$ cat config.mk
export PLATFORM = sky130hd
export DESIGN_NAME = blur_sequencer
export DESIGN_NICKNAME = d
export VERILOG_FILES = /design/src/rtl/blur_sequencer.sv
export SDC_FILE = /design/constraint.sdc
export NUM_CORES = 1
export LEC_CHECK = 0
export CAP_MARGIN = 20
export CORE_MARGIN = 2
export CORE_UTILIZATION = 48
export CTS_CLUSTER_SIZE = 12
export DETAILED_ROUTE_END_ITERATION = 16
export PLACE_DENSITY = 0.79
export SLEW_MARGIN = 10
export SYNTH_ARGS = -nofsm -noshare
export SYNTH_HDL_FRONTEND = slang
export SYNTH_SLANG_ARGS = --single-unit
$ cat constraint.sdc
create_clock -name clk -period 1.9 [get_ports clk]
set_input_delay 0.38 -clock clk [delete_from_list [all_inputs] [get_ports clk]]
set_output_delay 0.38 -clock clk [all_outputs]
set_load 0.03 [all_outputs]
$ cat src/rtl/blur_sequencer.sv
// Raster-order sequencer: walks one image pixel by pixel, asks the convolution
// engine for each blurred pixel and writes the result to the output image SRAM.
module blur_sequencer #(
    parameter int X_MAX       = 16,
    parameter int Y_MAX       = 16,
    parameter int PIXEL_DEPTH = 8,
    parameter int TIMEOUT     = 255
) (
    input  logic                     clk,
    input  logic                     rst,
    input  logic                     start,
    input  logic                     abort,
    input  logic [2:0]               sigma_in,
    input  logic [$clog2(X_MAX):0]   img_w,
    input  logic [$clog2(Y_MAX):0]   img_h,
    output logic                     new_trans,
    output logic [2:0]               sigma,
    output logic                     start_conv,
    output logic [$clog2(X_MAX):0]   conv_x,
    output logic [$clog2(Y_MAX):0]   conv_y,
    input  logic                     conv_done,
    input  logic [PIXEL_DEPTH-1:0]   blurred_pixel,
    input  logic                     conv_err,
    output logic [$clog2(X_MAX):0]   out_x,
    output logic [$clog2(Y_MAX):0]   out_y,
    output logic [PIXEL_DEPTH-1:0]   out_wdat,
    output logic                     out_wen,
    output logic                     busy,
    output logic                     done,
    output logic                     err
);

    localparam int XW = $clog2(X_MAX) + 1;
    localparam int YW = $clog2(Y_MAX) + 1;
    localparam int TW = (TIMEOUT < 2) ? 1 : $clog2(TIMEOUT + 1);

    localparam logic [XW-1:0] X_LIM  = XW'(X_MAX);
    localparam logic [YW-1:0] Y_LIM  = YW'(Y_MAX);
    localparam logic [XW-1:0] X_ONE  = XW'(1);
    localparam logic [YW-1:0] Y_ONE  = YW'(1);
    localparam logic [TW-1:0] T_LAST = TW'(TIMEOUT - 1);
    localparam logic [TW-1:0] T_ONE  = TW'(1);

    typedef enum logic [2:0] {
        IDLE,
        CONFIG,
        ISSUE,
        WAIT,
        WRITE,
        ADVANCE,
        DONE,
        ERR
    } state_t;

    state_t state, state_nx;

    logic [2:0]             sigma_r;
    logic [XW-1:0]          w_r;
    logic [YW-1:0]          h_r;
    logic [XW-1:0]          x_r;
    logic [YW-1:0]          y_r;
    logic [TW-1:0]          tcnt;
    logic [PIXEL_DEPTH-1:0] pix_r;
    logic                   err_r;

    logic size_ok;
    logic last_x;
    logic last_y;

    assign size_ok = (img_w != '0) && (img_w <= X_LIM) &&
                     (img_h != '0) && (img_h <= Y_LIM);
    assign last_x  = (x_r == w_r - X_ONE);
    assign last_y  = (y_r == h_r - Y_ONE);

    always_ff @(posedge clk) begin
        if (rst) begin
            state <= IDLE;
        end else begin
            state <= state_nx;
        end
    end

    always_comb begin
        state_nx = state;
        case (state)
            IDLE: begin
                if (start) begin
                    state_nx = size_ok ? CONFIG : ERR;
                end
            end
            CONFIG:  state_nx = ISSUE;
            ISSUE:   state_nx = WAIT;
            WAIT: begin
                // An engine error wins over a completion reported in the same cycle.
                if (conv_err) begin
                    state_nx = ERR;
                end else if (conv_done) begin
                    state_nx = WRITE;
                end else if (tcnt == T_LAST) begin
                    state_nx = ERR;
                end
            end
            WRITE:   state_nx = ADVANCE;
            ADVANCE: state_nx = (last_x && last_y) ? DONE : ISSUE;
            DONE:    state_nx = IDLE;
            ERR:     state_nx = IDLE;
            default: state_nx = IDLE;
        endcase
        if (abort && (state != IDLE)) begin
            state_nx = IDLE;
        end
    end

    always_ff @(posedge clk) begin
        if (rst) begin
            sigma_r <= '0;
            w_r     <= '0;
            h_r     <= '0;
            x_r     <= '0;
            y_r     <= '0;
            tcnt    <= '0;
            pix_r   <= '0;
            err_r   <= 1'b0;
        end else begin
            if ((state == IDLE) && start && size_ok) begin
                sigma_r <= sigma_in;
                w_r     <= img_w;
                h_r     <= img_h;
                x_r     <= '0;
                y_r     <= '0;
                err_r   <= 1'b0;
            end
            // err stays up after ERR returns to IDLE, until a new pass is accepted.
            if (state_nx == ERR) begin
                err_r <= 1'b1;
            end
            if (state == ISSUE) begin
                tcnt <= '0;
            end
            if (state == WAIT) begin
                tcnt <= tcnt + T_ONE;
                if (conv_done) begin
                    pix_r <= blurred_pixel;
                end
            end
            if ((state == ADVANCE) && !(last_x && last_y)) begin
                if (!last_x) begin
                    x_r <= x_r + X_ONE;
                end else begin
                    x_r <= '0;
                    y_r <= y_r + Y_ONE;
                end
            end
        end
    end

    assign new_trans  = (state == CONFIG);
    assign start_conv = (state == ISSUE);
    assign out_wen    = (state == WRITE);
    assign done       = (state == DONE);
    assign busy       = (state != IDLE);
    assign err        = err_r;
    assign sigma      = sigma_r;
    assign conv_x     = x_r;
    assign conv_y     = y_r;
    assign out_x      = x_r;
    assign out_y      = y_r;
    assign out_wdat   = pix_r;

endmodule

==> results.cfg <==
[cts]
cts_root_buffer = clkbuf_8
cts_hold_buf = 0
clockBufferDepth = 2
htreeDepth = 2
clock_latency_ns = 0.30
cts_buffers = 5
cts.sinks = 43
clk_pin_slew_worst_paths_ns = 0.08
cts_tree = built

[synthesis]
syn_avg_cell_area_um2 = 8.58
synth_area_leader_cell = dfxtp_1
synth_area_um2 = 2380
synth_top_area_frac = 0.362
synth_cell_types = 52
yosysWarnings = 0
yosysMostFrequentCell = dfxtp_1
synthArstFlopShare = 0
synth_flop_cell = dfxtp_1
synth_seq_area_share = 0.362
synth_cells = 277
yosys-top-cells-count = 43 x dfxtp_1, 37 x nand2_1, 28 x nor2_1, 21 x a21oi_1, 13 x mux2i_1
synth.area.top_cells = dfxtp_1 36%, nand2_1 5.8%, mux2i_1 5.5%, a21oi_1 4.4%, nor2_1 4.4%
syn-num-nets = 310
synth_edf_count = 0
ys_ff_latch = 43

[power_and_ir_drop]
power_frac_seq = 0.391
p_comb_frac = 0.276
switching_share = 0.298
p_int_uw = 1780
p_leak_uw = 0.00158
clkPwrFrac = 0.334
peakVddDrop_mv = 0.370
p_per_area_nw_per_um2 = 755
power_switching_uw = 753

[min_path]
holdCritStartpoint = out_wdat[7]$_SDFFE_PP0P_
hold_end = out_wdat[7]$_SDFFE_PP0P_
min_path_cells = 2
min_path_type = reg -> reg

[floorplan]
core_area_um2 = 4750
start_util = 0.500
fp.dieW_um = 74.4
die_h_um = 74.4
dieArea_um2 = 5530
ios = 64
num_rows = 25

[place]
place_congestion = 0.820
io_buffers = 63
hpwl_mm = 4.07
place_area_um2 = 3080

[flow_run]
cap_violations = 0

[cells_and_area]
fillers = 379
fin_util = 0.704
syn_to_final_growth_pct = 41.0
final_layout_size_suffix_gt1_frac = 0.162
final_nets = 377
fin_area_um2 = 3350
antenna_cells = 0

[worst_setup_path]
r2r_slack_ns = 0.02
r2r_cells = 7
rr_startpoint = w_r[0]$_SDFFE_PP0P_
cp_data_required_time_ns = 2.08
rr_endpoint = conv_y[0]$_SDFF_PP0_
cp_max_fo = 5
start_kind = flip-flop
crit_type = reg -> reg
arrival_ns = 2.06
critPathCaptureType = flip-flop

[routing]
antenna_left = 0
viasPerCell = 5.46
drt_wl_total_mm = 6.01
num_vias = 2248
firstDrtPassIters = 4
drt_iter0_markers = 155
wl_per_cell_um = 14.6
drc = 0

[timing]
finalMaxSlewViolations = 0
hold_violations = 0
setup_violations = 0
fin_crit_sh = 0.991
final.min_clock_period_ns = 1.88
max_freq_mhz = 531
fin_setup_tns_ns = 0
max_slew_margin = 0.645
skew_ns = 0.00620
worst_pin_slew_ns = 0.527

[global_routing]
grt_pass1_wl_mm = 9.23
grt_overflow = 0
grt_max_degree = 24
track_usage = 0.216
antenna_found_initial = 0
grt_pass1_vias = 2003

[status]
status = finished clean
==> what timing repair did <==
action	4_1_cts	5_1_grt
setup buffers	0	0
endpoints found under the hold margin	0	0
gates resized for setup	1	30
endpoints found under the setup margin	5	25
cloned	0	1
pin swaps	0	4
==> worst max-delay path, stage by stage, from the launching register on <==
cell and delay, ns:
dfxtp_1 0.35, inv_1 0.06, ha_2 0.21, o21ba_1 0.18
a22oi_2 0.31, o2111ai_2 0.26, o2111ai_1 0.29, o41ai_2 0.11
==> worst max path at each step <==
stage	from	to	slack, ns	cells past startpoint
floorplan	state[2]$_SDFF_PP0_	out_wen	0.06	2
global placement	img_h[3]	conv_x[3]$_SDFFE_PP0P_	-0.18	7
detailed placement	img_h[3]	w_r[0]$_SDFFE_PP0P_	-0.22	7
CTS	state[1]$_SDFF_PP0_	done	0.007	3
global route	w_r[0]$_SDFFE_PP0P_	conv_y[0]$_SDFF_PP0_	-0.03	7
finish	w_r[0]$_SDFFE_PP0P_	conv_y[0]$_SDFF_PP0_	0.02	7
==> power by group through the flow <==
stage / registers, µW / clock network (µW) / logic [µW]
floorplan: 1040 / 0 / 387
global placement: 1000 / 0 / 642
detailed placement: 1010 / 0 / 654
CTS: 985 / 857 / 661
global route: 994 / 893 / 750
finish: 988 / 844 / 697
==> routing by layer <==
layer | GRT usage | share of wire | routed length (µm) | up-vias
li1 | - | - | - | 1097
met1 | 0.265 | 0.43 | 2570 | 1065
met2 | 0.375 | 0.49 | 2970 | 74
met3 | 0.0474 | 0.059 | 353 | 12
met4 | 0.0734 | 0.019 | 113 | 0
met5 | 0 | 0 | 0 | -
==> layout make-up <==
class	count	area (µm²)	area share
Multi-Input combinational cell	203	1410	0.421
Sequential cell	43	865	0.258
Timing Repair Buffer	83	827	0.247
Tap cell	67	83.8	0.0250
Clock buffer	6	72.6	0.0217
Clock inverter	2	60.1	0.0179
Inverter	8	30.0	0.00897
==> stage by stage <==
step                hold slack [ns]  setup WS, ns  power (µW)  cells
floorplan                     0.470        0.0590        1420    277
global placement              0.442        -0.176        1650    403
detailed placement            0.447        -0.219        1660    403
CTS                           0.459       0.00681        2500    411
global route                  0.476       -0.0282        2640    412
finish                        0.458        0.0172        2530    412
==> placed cells by master, fill, tap and decap left out, drive strengths merged, types with 2 or more instances in the layout <==
master         instances
ha                     6
o2111ai                4
nand2b                 3
mux2i                 13
o22a                   2
bufinv                 2
dfxtp                 43
nand3                 11
clkdlybuf4s50         43
or2                    2
buf                   24
nor3                   8
nand4                  3
o211ai                 5
a21oi                 21
xor2                   7
a211o                  3
nor3b                  2
o21ai                  7
o31ai                  2
dlymetal6s2s          16
xnor2                 11
inv                    8
o41ai                  2
and3                   2
nand4b                 2
o22ai                  2
nor2                  28
nor4                   2
o311ai                 2
nand2                 37
nor2b                  6
clkbuf                 6
==> state kept, by name, summed over array words and instances, names as in the netlist <==
signal    cells
conv_x        5
err           1
out_wdat      8
h_r           5
w_r           5
conv_y        5
state         3
tcnt          8
sigma         3
==> cell families (layout without fill, tap and decap cells) <==
| family | count (synthesis) | after routing | synth area share |
|---|---|---|---|
| adders and majority gates | 6 | 6 | 0.0316 |
| muxes | 13 | 13 | 0.0548 |
| DFF | 43 | 43 | 0.362 |
| buffers and inverters | 32 | 99 | 0.0795 |
| xor gates and xnor gates | 19 | 19 | 0.0758 |
| and+or+nand+nor | 109 | 109 | 0.224 |
| AOI/OAI and AO/OA | 55 | 56 | 0.172 |
(Power assumes the default switching activity.)
